[config.mk]
export PLATFORM = sky130hd
export DESIGN_NAME = digest_serializer
export DESIGN_NICKNAME = d
export VERILOG_FILES = /design/src/rtl/sha2_pkg.sv /design/src/rtl/digest_word_count.sv /design/src/rtl/digest_serializer.sv
export SDC_FILE = /design/constraint.sdc
export NUM_CORES = 1
export LEC_CHECK = 0
export CAP_MARGIN = 20
export CORE_AREA = 4 4 343 345
export CTS_BUF_LIST = sky130_fd_sc_hd__clkbuf_8
export DETAILED_ROUTE_END_ITERATION = 8
export DIE_AREA = 0 0 347 349
export GPL_TIMING_DRIVEN = 0
export PLACE_DENSITY = 0.46
export SLEW_MARGIN = 20
export SYNTH_ARGS = -nofsm -noshare
export SYNTH_HDL_FRONTEND = slang
export SYNTH_SLANG_ARGS = --single-unit
[constraint.sdc]
create_clock -name axis_aclk -period 18.7 [get_ports axis_aclk]
set_input_delay 2.805 -clock axis_aclk [delete_from_list [all_inputs] [get_ports axis_aclk]]
set_output_delay 2.805 -clock axis_aclk [all_outputs]
set_load 0.01 [all_outputs]
[src/rtl/sha2_pkg.sv]
// Shared SHA-2 definitions: mode encodings, datapath widths, TUSER slot layout
// and the serializer state encoding.
package sha2_pkg;

    localparam logic [1:0] SHA224 = 2'd0;
    localparam logic [1:0] SHA256 = 2'd1;
    localparam logic [1:0] SHA384 = 2'd2;
    localparam logic [1:0] SHA512 = 2'd3;

    localparam int WORD_WIDTH = 32;
    localparam int REG_WIDTH  = 64;

    // TUSER layout: mode field at the bottom, followed by the digest byte length.
    localparam int TUSER_MODE_OFFSET = 0;
    localparam int TUSER_MODE_WIDTH  = 2;
    localparam int TUSER_LEN_OFFSET  = 2;
    localparam int TUSER_LEN_WIDTH   = 7;

    typedef enum logic [0:0] {
        IDLE = 1'b0,
        SEND = 1'b1
    } ser_state_t;

endpackage

[src/rtl/digest_word_count.sv]
// Combinational decode of a beat's tkeep into the number of 32-bit words to emit:
// ceil((highest set byte index + 1) / 4), zero when no byte is kept.
module digest_word_count (
    input  logic [63:0] tkeep,
    output logic [4:0]  count
);

    always_comb begin
        count = '0;
        for (int i = 0; i < 64; i++) begin
            if (tkeep[i]) begin
                count = 5'((i / 4) + 1);
            end
        end
    end

endmodule

[src/rtl/digest_serializer.sv]
// Serializes one digest beat into N 32-bit AXI-Stream words, word 0 first.
// Define DIGEST_BYTESWAP_EN to byte-reverse every output word.
module digest_serializer #(
    parameter int C_S_AXIS_DATA_WIDTH  = 512,
    parameter int C_M_AXIS_DATA_WIDTH  = 32,
    parameter int C_S_AXIS_TUSER_WIDTH = 128,
    parameter int C_M_AXIS_TUSER_WIDTH = 128
) (
    input  logic                              axis_aclk,
    input  logic                              reset,

    input  logic [C_S_AXIS_DATA_WIDTH-1:0]    s_axis_tdata,
    input  logic [C_S_AXIS_DATA_WIDTH/8-1:0]  s_axis_tkeep,
    input  logic [C_S_AXIS_TUSER_WIDTH-1:0]   s_axis_tuser,
    input  logic                              s_axis_tvalid,
    input  logic                              s_axis_tlast,
    output logic                              s_axis_tready,

    output logic [C_M_AXIS_DATA_WIDTH-1:0]    m_axis_tdata,
    output logic [C_M_AXIS_DATA_WIDTH/8-1:0]  m_axis_tkeep,
    output logic [C_M_AXIS_TUSER_WIDTH-1:0]   m_axis_tuser,
    output logic                              m_axis_tvalid,
    output logic                              m_axis_tlast,
    input  logic                              m_axis_tready
);

    import sha2_pkg::*;

    ser_state_t                         r_state;
    ser_state_t                         w_state_nxt;
    ser_state_t                         w_state_cur;
    logic [C_S_AXIS_DATA_WIDTH-1:0]     r_data;
    logic [C_S_AXIS_TUSER_WIDTH-1:0]    r_user;
    logic [4:0]                         r_cnt;
    logic [3:0]                         r_idx;
    logic [4:0]                         w_count;
    logic [WORD_WIDTH-1:0]              w_word;
    logic                               w_accept;
    logic                               w_fire;
    logic                               w_last;
    logic                               w_unused_tlast;

    function automatic logic [WORD_WIDTH-1:0] f_out_word(input logic [WORD_WIDTH-1:0] w);
`ifdef DIGEST_BYTESWAP_EN
        return {w[7:0], w[15:8], w[23:16], w[31:24]};
`else
        return w;
`endif
    endfunction

    // Every accepted beat is a whole digest, so the framing bit carries no information.
    assign w_unused_tlast = s_axis_tlast;

    digest_word_count u_word_count (
        .tkeep (s_axis_tkeep),
        .count (w_count)
    );

    assign w_word      = r_data[{r_idx, 5'b0} +: WORD_WIDTH];
    assign w_last      = ({1'b0, r_idx} == (r_cnt - 5'd1));
    // Reset forces idle-state outputs immediately, not just from the next edge.
    assign w_state_cur = reset ? IDLE : r_state;

    always_comb begin
        w_state_nxt   = r_state;
        w_accept      = 1'b0;
        w_fire        = 1'b0;
        s_axis_tready = 1'b0;
        m_axis_tvalid = 1'b0;
        m_axis_tdata  = '0;
        m_axis_tkeep  = '0;
        m_axis_tuser  = '0;
        m_axis_tlast  = 1'b0;
        case (w_state_cur)
            IDLE: begin
                s_axis_tready = 1'b1;
                if (s_axis_tvalid && (w_count != 5'd0)) begin
                    w_accept    = 1'b1;
                    w_state_nxt = SEND;
                end
            end
            SEND: begin
                m_axis_tvalid = 1'b1;
                m_axis_tdata  = f_out_word(w_word);
                m_axis_tkeep  = '1;
                m_axis_tuser  = r_user;
                m_axis_tlast  = w_last;
                if (m_axis_tready) begin
                    w_fire = 1'b1;
                    if (w_last) begin
                        w_state_nxt = IDLE;
                    end
                end
            end
            default: w_state_nxt = IDLE;
        endcase
    end

    always_ff @(posedge axis_aclk) begin
        if (reset) begin
            r_state <= IDLE;
            r_idx   <= '0;
            r_cnt   <= '0;
        end else begin
            r_state <= w_state_nxt;
            if (w_accept) begin
                r_cnt <= w_count;
                r_idx <= '0;
            end else if (w_fire) begin
                r_idx <= w_last ? 4'd0 : r_idx + 4'd1;
            end
        end
    end

    always_ff @(posedge axis_aclk) begin
        if (w_accept) begin
            r_data <= s_axis_tdata;
            r_user <= s_axis_tuser;
        end
    end

endmodule
# == Word level (Yosys, flattened, before mapping) ==
# Index checks and enable logic that the tools add are counted.
# word_totals
register_bits,650
latchBits,0
ramBits,0
rom_bits,0
inputBits,709
output_inout_bits,167
elab_cells,97
mem_count,0
# classes
addsub,2
n_mul,0
n_div,0
magnitude_cmp,0
n_eq_ne,4
n_shift,1
muxes,80
n_bitwise,1
n_reduce_logical,4
# op_table
cell,n
$shiftx 512x10->32,1
$mux 4,34
$mux 128,1
$mux 3,16
$mux 32,1
$mux 5,4
$mux 2,8
$mux 1,15
$eq 4x5->1,1
$reduce_bool 5->1,1
$sub 5x1->5 const B,1
$add 4x1->4 const B,1
$ne 2x2->1 const B,2
$reduce_and 3->1,1
$ne 2x1->1 const B,1
$pmux 1 s2,1
$reduce_or 2->1,1
$logic_and 1x1->1,1
$not 1->1,1

# == Longest topological paths before layout ==
# logic_depth
depth_word,69
ltp_mapped,8
mapped_depth_nobuf,8

# == By module ==
# Synthesis repeated with hierarchy kept, for this count alone.
# unflattened
hier_cells,1132
hier_area_um2,24997.7
# modules_own_cells
module,n_inst,cells_each,area_per_inst_um2,seq_area_each_um2
digest_serializer,1,1091,24693.7,19418.6
digest_word_count,1,41,304.0,0.0

# == Worst setup path after synthesis ==
# OpenSTA, ideal clock, no wires.
# synth_path
path_type,input -> register
startpoint,in s_axis_tkeep[16]
endpoint,reg r_data[0] (enable)
setup_time_ns,1.097
arrival_ns,18.674
required_ns,17.603
setup_slack_ns,-1.071
cell_stages,5
path_buffers,0
cell_sequence,or4_4 -> a211o_2 -> a221oi_2 -> a2111o_1 -> and3_1
# synth_via
elab_chain_cells,52
# synth_rtl
item,line_no,rtl
from (decl),digest_serializer.sv:13,"input logic [C_S_AXIS_DATA_WIDTH/8-1:0] s_axis_tkeep,"
$mux 3 (12 in a row),digest_word_count.sv:11,if (tkeep[i]) begin
$mux 4 (32 in a row),digest_word_count.sv:11,
$mux 5 (4 in a row),digest_word_count.sv:11,
$reduce_bool 5->1,digest_serializer.sv:77,if (s_axis_tvalid && (w_count != 5'd0)) begin
$logic_and 1x1->1,digest_serializer.sv:77,
$mux 1,digest_serializer.sv:77,
$mux 1,digest_serializer.sv:74,case (w_state_cur)
via w_accept,digest_serializer.sv:38,logic w_accept;
to (signal assigned),digest_serializer.sv:117,r_data <= s_axis_tdata;
to (decl),digest_serializer.sv:32,logic [C_S_AXIS_DATA_WIDTH-1:0] r_data;
# The timed path passes the listed nets, and every way through them passes these cells.
# A chain may end at the register's enable or synchronous reset.

# == Final worst setup path ==
# layout_path
startpoint,in reset
endpoint,out m_axis_tdata[14]
# layout_via
elab_chain_cells,2
# layout_rtl
item,line_no,rtl
from (decl),digest_serializer.sv:10,"input logic reset,"
$mux 1,digest_serializer.sv:62,assign w_state_cur = reset ? IDLE : r_state;
$mux 32,digest_serializer.sv:74,
to (decl),digest_serializer.sv:19,"output logic [C_M_AXIS_DATA_WIDTH-1:0] m_axis_tdata,"
# No other way between the ends.

==> results.cfg <==
[global_route]
busiest_layer = met2
antenna_found_initial = 41
met2_usage_pct = 28.9
track_usage_pct = 15.7
grt_max_degree = 60
grt_util_met1_pct = 16.5
gr-usage-met3_pct = 5.40
grt_pass1_wl_um = 132000
grt-ovfl-total = 0
grt_pass1_vias = 17300

[placed_design]
io_buffer_count = 873
place_congestion = 0.846
dp_worst_setup_slack_ns = 9.57
place.detailed.hpwl_um = 76400

[synthesis]
postSynthCellCount = 1140
synth_edf_count = 640
ys_async_sr_fraction_pct = 0
syn_area_per_cell_um2 = 22.0
synth_cell_types = 44
syn_area_mm2 = 0.0250
synth_nets = 1851
ys_seq_elements = 650
synth-main-ff-cell = edfxtp_1
yosys_warnings = 0
synth-seq-area-share_pct = 77.6

[setup_path]
crit_path_max_fanout = 10
endpoint_kind = output pin
cpPeakStageDelay_ns = 0.75
cp.arrival_ns = 6.13
critPathLaunchType = primary input
required_ns = 15.89
crit_top_cell = clkbuf_1
slowest_stage = clkbuf_1
crit_type = primary input to output pin
crit_chain = clkbuf_1 > nor2b_1 > clkbuf_1 > clkbuf_1 > clkbuf_1 > and2_1 > clkdlybuf4s50_1

[cts]
postCtsResizedCells = 0
root_buffer = clkbuf_8
holdBufCountCts = 0
clkSinkCount = 650
path_clk_slew_ns = 0.05
h-tree-depth = 3
cts_tree = yes
cts_setup_buffers = 0
worstSkewPairLatency_ns = 0.74
cts_inserted_buffers = 116
max-clock-path-buffers = 3

[power]
intPower_mw = 2.55
p_sw_mw = 0.738
ir_worst_vdd_mv = 0.0419
leakagePower_nw = 12.6
power_density_mw_per_mm2 = 86.0
p_clk_share_pct = 38.1
power_frac_seq_pct = 52.4
netSwitchingFraction_pct = 22.4
combPwrFrac_pct = 9.6
finalPower_mw = 3.29

[routing]
drc = 0
wire_per_inst_um = 26.0
drtAntennaViolNets = 0
vias = 15300
drt_iter0_markers = 888
firstDrtPassIters = 4
vias_per_cell = 4.05
wl_um = 98200

[floorplanning]
coreArea_mm2 = 0.114
die_w_um = 347
die-area_mm2 = 0.121
rows = 124
initial_core_util_pct = 21.9
die_height_um = 349
ios = 876

[job]
drv_cap = 0

[min_path]
hp-class = flip-flop to flip-flop

[cells_and_area]
layout_common_cells = clkdlybuf4s50_1 (873), edfxtp_1 (640), and2_1 (161)
nets = 2857
final_common_cell = clkdlybuf4s50_1
drive_above_1_share_pct = 16.4
syn_to_final_growth_pct = 53.0

[timing]
layout_setup_ws_ns = 9.77
skew_ns = 0.0275
fin_crit_ns = 8.93
slew_viol_final = 0
setup_viol = 0
finalSetupTns_ns = 0
max_freq_ghz = 0.112
relSlewSlack_pct = 27.4
fin_crit_sh_pct = 47.8
tightest_slew_ns = 1.09
hold_violations = 0
rsz0062_at_grt = no

[status]
outcome = finished clean
final cells by class:
class	count	area [um^2]
fillers	11000	75900
flip-flops and latches	650	19400
repair buffers	888	9100
multi-input cells	424	5340
well taps	1512	1890
clock buffers	116	1600
clock inverters	102	583
plain buffers	61	282
diodes	21	52.6
inverters	5	18.8
power by group through the flow:
stage          sequential, mW  combinational, mW  clock, mW
2_1_floorplan            1.77             0.0904          0
3_3_place_gp             1.79              0.304          0
3_5_place_dp             1.76              0.321          0
4_1_cts                  1.73              0.322       1.31
5_1_grt                  1.73              0.336       1.39
6_report                 1.72              0.315       1.25
registers in the layout, summed over array words and instances (netlist names):
| register | count |
|---|---|
| r_cnt | 5 |
| r_data | 512 |
| r_idx | 4 |
| r_user | 128 |
| r_state | 1 |
cell families after synthesis:
group / Yosys count / synth area share, %
XOR/XNOR: 4 / 0.140
flip-flops: 650 / 77.6
AND/OR/NAND/NOR: 229 / 5.72
buffers and inverters: 66 / 1.09
AO/OA/AOI/OAI: 29 / 0.950
adder cells (fa/ha/maj): 2 / 0.100
multiplexers: 160 / 14.4
layer usage:
| layer | share of wire (%) | up-vias |
|---|---|---|
| li1 | - | 6762 |
| met1 | 35 | 7672 |
| met2 | 54 | 707 |
| met3 | 8.0 | 142 |
| met4 | 2.7 | 18 |
| met5 | 0.13 | - |
stage by stage:
stage	util (%)	hold slack, ns	area (um^2)	std cells
finish	33.5	0.545	38300	3779
global route	33.5	0.574	38300	3770
CTS	33.5	0.539	38200	3757
detailed placement	31.6	0.527	36000	3539
global placement	31.2	0.518	35700	3525
floorplan	-	0.484	25000	1140
critical path: cells and delay by family:
family | cells | cell delay (ns)
AND/OR/NAND/NOR | 2 | 0.49
buffers and inverters | 5 | 2.79
path summary, 6_finish.rpt:
check | start | end | slack (ns) | cells after the start
worst max register to register | r_state$_SDFFE_PP0P_ | r_data[464]$_DFFE_PP_ | 14.60 | 10
worst min register to register | r_state$_SDFFE_PP0P_ | r_state$_SDFFE_PP0P_ | 0.54 | 2
worst max-delay path | reset | m_axis_tdata[14] | 9.77 | 7
worst min-delay path | r_state$_SDFFE_PP0P_ | r_state$_SDFFE_PP0P_ | 0.54 | 2
cells in the mapped netlist (3+ instances only):
cell type | count | area, um^2
inv_1 | 5 | 18.8
nor4_2 | 4 | 50.1
nor2_1 | 5 | 18.8
a211oi_1 | 3 | 22.5
o211ai_1 | 3 | 22.5
o21ai_0 | 6 | 30.0
buf_1 | 6 | 22.5
or4_4 | 5 | 56.3
and2_1 | 161 | 1010
nor3_1 | 6 | 30.0
edfxtp_1 | 640 | 19200
or4_1 | 3 | 22.5
buf_4 | 4 | 30.0
nand2_1 | 17 | 63.8
nand2b_1 | 4 | 25.0
dfxtp_1 | 10 | 200
buf_2 | 9 | 45.0
nor4_1 | 11 | 68.8
a21oi_1 | 5 | 25.0
mux4_2 | 160 | 3600
xnor2_1 | 3 | 26.3
clkbuf_1 | 42 | 158
(Power assumes the default switching activity.)
